[src/rtl/btn_dir_ctrl.sv]
// Button conditioner: sync, debounce and press-detect BTNU/D/L/R, then latch one frame-aligned direction.
// Optional BTN_HOLD_REARM_EN: held buttons re-request their direction on every idle frame_stb.
module btn_dir_ctrl #(
  parameter int DEBOUNCE_CYCLES = 250000,
  parameter int RESET_DIR       = 2
) (
  input  logic       vga_pix_clk,
  input  logic       rst,
  input  logic       frame_stb,
  input  logic       BTNU,
  input  logic       BTND,
  input  logic       BTNL,
  input  logic       BTNR,
  output logic [3:0] btn_db,
  output logic [3:0] btn_press,
  output logic [1:0] dir_out,
  output logic       dir_valid
);

  localparam int             CW       = $clog2(DEBOUNCE_CYCLES + 1);
  localparam logic [CW-1:0]  CNT_LAST = CW'(DEBOUNCE_CYCLES - 1);
  localparam logic [1:0]     RST_DIR  = 2'(RESET_DIR);

  typedef enum logic {IDLE, PENDING} state_t;

  state_t        state, state_n;
  logic [3:0]    raw, sync1, sync2;
  logic [CW-1:0] cnt [4];
  logic [1:0]    pending_dir, pending_n, dir_n, new_dir;
  logic          valid_n, press_any;

  assign raw = {BTNR, BTNL, BTND, BTNU};

  // Fixed priority U > D > L > R over a {R,L,D,U} bit vector.
  function automatic logic [1:0] prio_dir(input logic [3:0] b);
    if (b[0])      return 2'd0;
    else if (b[1]) return 2'd1;
    else if (b[2]) return 2'd2;
    else           return 2'd3;
  endfunction

  always_ff @(posedge vga_pix_clk or posedge rst) begin
    if (rst) begin
      sync1     <= '0;
      sync2     <= '0;
      btn_db    <= '0;
      btn_press <= '0;
      for (int i = 0; i < 4; i++) cnt[i] <= '0;
    end else begin
      sync1 <= raw;
      sync2 <= sync1;
      for (int i = 0; i < 4; i++) begin
        if (sync2[i] == btn_db[i]) begin
          cnt[i]       <= '0;
          btn_press[i] <= 1'b0;
        end else if (cnt[i] == CNT_LAST) begin
          // Counter saturated while still differing: accept the new level.
          cnt[i]       <= '0;
          btn_db[i]    <= ~btn_db[i];
          btn_press[i] <= ~btn_db[i];
        end else begin
          cnt[i]       <= cnt[i] + CW'(1);
          btn_press[i] <= 1'b0;
        end
      end
    end
  end

  assign press_any = |btn_press;
  assign new_dir   = prio_dir(btn_press);

  always_ff @(posedge vga_pix_clk or posedge rst) begin
    if (rst) begin
      state       <= IDLE;
      pending_dir <= RST_DIR;
      dir_out     <= RST_DIR;
      dir_valid   <= 1'b0;
    end else begin
      state       <= state_n;
      pending_dir <= pending_n;
      dir_out     <= dir_n;
      dir_valid   <= valid_n;
    end
  end

  // A press coinciding with frame_stb bypasses the pending slot entirely.
  always_comb begin
    state_n   = state;
    pending_n = pending_dir;
    dir_n     = dir_out;
    valid_n   = 1'b0;
    if (frame_stb && press_any) begin
      state_n = IDLE;
      dir_n   = new_dir;
      valid_n = 1'b1;
    end else if (frame_stb) begin
      state_n = IDLE;
      if (state == PENDING) begin
        dir_n   = pending_dir;
        valid_n = 1'b1;
      end else begin
`ifdef BTN_HOLD_REARM_EN
        if (|btn_db) begin
          dir_n   = prio_dir(btn_db);
          valid_n = 1'b1;
        end
`endif
      end
    end else if (press_any) begin
      state_n   = PENDING;
      pending_n = new_dir;
    end
  end

endmodule

[config.mk]
export PLATFORM = sky130hd
export DESIGN_NAME = btn_dir_ctrl
export DESIGN_NICKNAME = d
export VERILOG_FILES = /design/src/rtl/btn_dir_ctrl.sv
export SDC_FILE = /design/constraint.sdc
export NUM_CORES = 1
export LEC_CHECK = 0
export BUFFER_PORTS_ARGS = -buffer_cell sky130_fd_sc_hd__buf_2
export CAP_MARGIN = 20
export CORE_MARGIN = 10
export CORE_UTILIZATION = 61
export DETAILED_ROUTE_END_ITERATION = 10
export GPL_TIMING_DRIVEN = 0
export PLACE_DENSITY = 0.89
export SLEW_MARGIN = 15
export SYNTH_ARGS = -nofsm -noshare
export SYNTH_HDL_FRONTEND = slang
export SYNTH_SLANG_ARGS = --single-unit
[constraint.sdc]
create_clock -name vga_pix_clk -period 3.4 [get_ports vga_pix_clk]
set_input_delay 0.68 -clock vga_pix_clk [delete_from_list [all_inputs] [get_ports vga_pix_clk]]
set_output_delay 0.68 -clock vga_pix_clk [all_outputs]
set_load 0.005 [all_outputs]
== Word-level counts from Yosys, hierarchy flattened ==
Cells that the tools add are included.
Widths: inputs -> output; s select.
Operators by class
  add/sub/neg operators: 4
  equal/unequal tests: 8
  muxes and demuxes: 28
  bitwise gates (word level): 10
  reduce and logical (&&, ||, !) cells: 11
Operators with widths (number)
  $mux 18: 8
  $add 18x1->18 const B: 4
  $eq 18x18->1 const B: 4
  $mux 1: 15
  $mux 2: 5
  $not 1->1: 10
  $reduce_and 2->1: 5
  $eq 1x1->1: 4
  $reduce_bool 2->1: 2
  $reduce_or 4->1: 1
  $reduce_and 3->1: 1
  $reduce_bool 3->1: 1
  $logic_and 1x1->1: 1
Word-level totals
  flip-flop bits (word level): 94
  word-level logic and storage cells: 76

== Logic depth before layout (Yosys ltp) ==
  depth in word-level cells: 4
  gate-level depth with buffers: 6

== Worst setup path before layout ==
Ideal clock, no wire load.
  path type: register -> register
  start point: register cnt[28] (netlist bit)
  end point: register btn_db[2]
  arrival time: 1804 ps
  required time: 3275 ps
  setup slack: 1471 ps
  cell stages (with the launch flop): 4
  period minus slack after synthesis: 1929 ps
  cell sequence: dfrtp_1 > or4_4 > or4_4 > mux2_4
On the way
  cells in the longest elaborated chain, start to end: 2
RTL lines
  from (decl): RTL line 28  | logic [CW-1:0] cnt [4];
  from (signal, indexed assignment): RTL line 62  | cnt[i] <= cnt[i] + CW'(1);
  $eq 18x18->1: RTL line 56  | end else if (cnt[i] == CNT_LAST) begin
  $reduce_and 2->1 (no source line)
  to (signal, indexed assignment): RTL line 59  | btn_db[i] <= ~btn_db[i];
  to (decl): RTL line 14  | output logic [3:0] btn_db,
Every way passes these cells.
A chain may end at the register's enable or synchronous reset.

== Final worst setup path ==
  start point: register cnt[54] (netlist bit)
  end point: register cnt[65] (netlist bit)
On the way
  cells in the longest elaborated chain, start to end: 3
  elaborated cells on any way between the ends: 4
  classes of those cells: 1 x add/sub; 1 x eq/ne; 2 x mux
RTL lines
  $add 18x1->18 or $eq 18x18->1 (tied branches): RTL line 62, 56
  $mux 18 *: RTL line 56
  $mux 18 *: RTL line 53  | if (sync2[i] == btn_db[i]) begin
Every way passes the cells marked *; elsewhere a longest branch is shown, timed or not.

==> impl_metrics.toml <==
[run_status]
status = "completed"

[clocking]
worstSkewPairLatency_ns = 0.37
clock_sink_count = 94
cts.htree.levels = 3
clk_pin_slew_worst_paths_ns = 0.09
cts_max_path_buffers = 2
cts_resized = 0
cts_buffers = 9
cts_setup_buffers = 0
holdBufCountCts = 0
cts_tree = "built"
cts_root_buffer = "clkbuf_8"

[synthesis]
synth_edf_count = 0
syn_area_um2 = 4370
synth_largest_area_cell = "dfrtp_1"
syn_inst = 421
yosys-top-cells-count = "dfrtp_1, nor2_1, xnor2_1, nand3_1, xor2_1"
yosysUniqueCellTypes = 39
synth_warnings = 0
yosys-top-cells-area = "dfrtp_1, xnor2_1, nor2_1"
ys.flop_type = "dfrtp_1"
synth-seq-area-share_pct = 53.9
yosysTopAreaCellShare_pct = 52.7
ys_ff_latch = 94
synth.avg_cell_area_um2 = 10.4
syn_nets = 432
yosysMostFrequentCell = "dfrtp_1"
async_flop_share_pct = 100

[worst_setup_path]
slowest_delay_ns = 0.57
cp.required_ns = 3.64
critPathLaunchType = "register"
crit_fanout = 10
critPathSlowestCell = "o21ai_1"
cp_data_arrival_time_ns = 2.48
end_kind = "register"
crit_path_cell_trace = "ha_1 > and3_1 > nand3_1 > o21ai_1 > clkbuf_1 > nor2_1"
setup.worst_path.class = "register to register"
r2r_cells = 6

[drt]
vias = 3306
ant_nets = 0
drt_iter0_drc = 213
firstDrtPassIters = 5
routedWlPerCell_um = 16.1
drc_errors = 0
detail_route.wirelength_um = 8900
viasPerCell = 5.99

[sta]
rsz0062_at_grt = "false"
fmax_ghz = 0.446
finClkSkew_ns = 0.0144
worst_slew_pin_slew_ns = 0.736
setup_violations = 0
fin_ws_ns = 1.16
finalCriticalPeriod_ns = 2.24
hold-worst-slack_ns = 0.327
tns_ns = 0
max_slew_margin_pct = 50.4
hold_viol_final = 0
period_share_pct = 66.0
finalMaxSlewViolations = 0

[placed_design]
place_ws_ns = 1.19
gpl.final_weighted_congestion = 0.869
hpwlAfterDp_um = 5960
io_buffers = 17
placed_area_um2 = 4600

[floorplanning]
die_y_um = 105
die_x_um = 105
initial_core_util_pct = 63.6
die_area_um2 = 10900
io_pins = 18
rows = 30
core_area_um2 = 6870

[min_path]
hold_path.class = "primary input to asynchronous set/reset pin"

[grt]
antenna_found_initial = 1
track_usage_pct = 16.5
grt_pass1_vias = 3248
grt_pass1_wl_um = 15300
grt_max_degree = 60
grt-ovfl-total = 0

[power_and_ir_drop]
worst_ir_drop_vdd_v = 0.000330
p_comb_share_pct = 3.7
switching_share_pct = 23.6
p_sw_uw = 471
p_per_area_nw_per_um2 = 414
p_clk_share_pct = 38.5
power.leakage_uw = 0.00201
pwr-share-seq_pct = 57.7
intPower_uw = 1520

[final_layout]
final_area_um2 = 4810
nNetsFinal = 461
drive_above_1_share_pct = 11.4
area_growth_pct = 10.2

[flow_run]
drv_cap = 0
[routing by layer]
layer  vias up  share of wire [%]  track usage (%)
met1      1615                 43             20.4
li1       1551                  -                -
met5         -                  0                0
met2       115                 50             27.5
met4         0                2.4             6.86
met3        25                4.8             3.69
[worst max-delay path: cells and delay by family (launching register included)]
family                     cells  cell delay (ns)
buffers and inverters          1             0.41
and+or+nand+nor                3             0.52
DFF                            1             0.40
AOI/OAI and AO/OA              1             0.57
adders and majority gates      1             0.22
[flip-flops by register name, summed over array words and instances, names as in the netlist]
signal       count
cnt             72
btn_db           4
btn_press        4
sync1            4
sync2            4
dir_out          2
pending_dir      2
dir_valid        1
state            1
[path summary, 6_finish.rpt]
path                               startpoint                 end  slack [ns]
max in group asynchronous                 rst   cnt[70]$_DFF_PP0_        2.44
max                         cnt[54]$_DFF_PP0_   cnt[65]$_DFF_PP0_        1.16
min in group vga_pix_clk   sync1[0]$_DFF_PP0_  sync2[0]$_DFF_PP0_        0.35
min reg2reg                sync1[0]$_DFF_PP0_  sync2[0]$_DFF_PP0_        0.35
min                                       rst   cnt[39]$_DFF_PP0_        0.33
max reg2reg                 cnt[54]$_DFF_PP0_   cnt[65]$_DFF_PP0_        1.16
[cell families after synthesis]
group	after synthesis	share of synthesized area [%]
AND/OR/NAND/NOR	209	24.7
flip-flops	94	53.9
XOR/XNOR	60	12.0
AO/OA/AOI/OAI	30	5.21
buffers and inverters	20	1.86
multiplexers	4	1.12
adder cells (fa/ha/maj)	4	1.15
[area by class of cell]
| cell class | count | area (um^2) |
|---|---|---|
| Clock buffer | 10 | 138 |
| Tap cell | 96 | 120 |
| Fill cell | 475 | 2050 |
| Antenna cell | 1 | 2.50 |
| Inverter | 13 | 51.3 |
| Sequential cell | 94 | 2350 |
| Timing Repair Buffer | 18 | 113 |
| Clock inverter | 6 | 71.3 |
| Multi-Input combinational cell | 307 | 1930 |
| Buffer | 7 | 32.5 |
[placed cells by master, fill, tap and decap left out, drive strengths merged, types with 2 or more instances in the layout]
cell type and count:
nor4b 2, a21oi 12, nand2 19, o41ai 3, clkinv 3, nand4b 2
buf 21, nor4 16, and3 6, or3 5, or4 8, clkbuf 14
nor2b 2, ha 4, o2bb2ai 2, dfstp 2, o21ai 8, dfrtp 92
o31ai 4, inv 13, xnor2 38, mux2 4, and4 6, nor3 11
clkinvlp 2, nor3b 4, nand3 28, xor2 22, nand4 22, nor2 75
[metrics by stage]
| stage | util (%) | total power [uW] | std cells |
|---|---|---|---|
| after floorplan | - | 1220 | 421 |
| after global placement | 66.6 | 1240 | 534 |
| after detailed placement | 67.0 | 1250 | 535 |
| after CTS | 70.1 | 2000 | 551 |
| after global routing | 70.1 | 2070 | 552 |
| final | 70.1 | 2000 | 552 |
[power by group through the flow]
stage	logic [uW]	registers, uW	clock network (uW)
2_1_floorplan	51.4	1170	0
3_3_place_gp	67.3	1170	0
3_5_place_dp	75.4	1170	0
4_1_cts	76.2	1150	774
5_1_grt	84.1	1160	826
6_report	74.3	1150	769
Power figures use the tool's default switching activity.
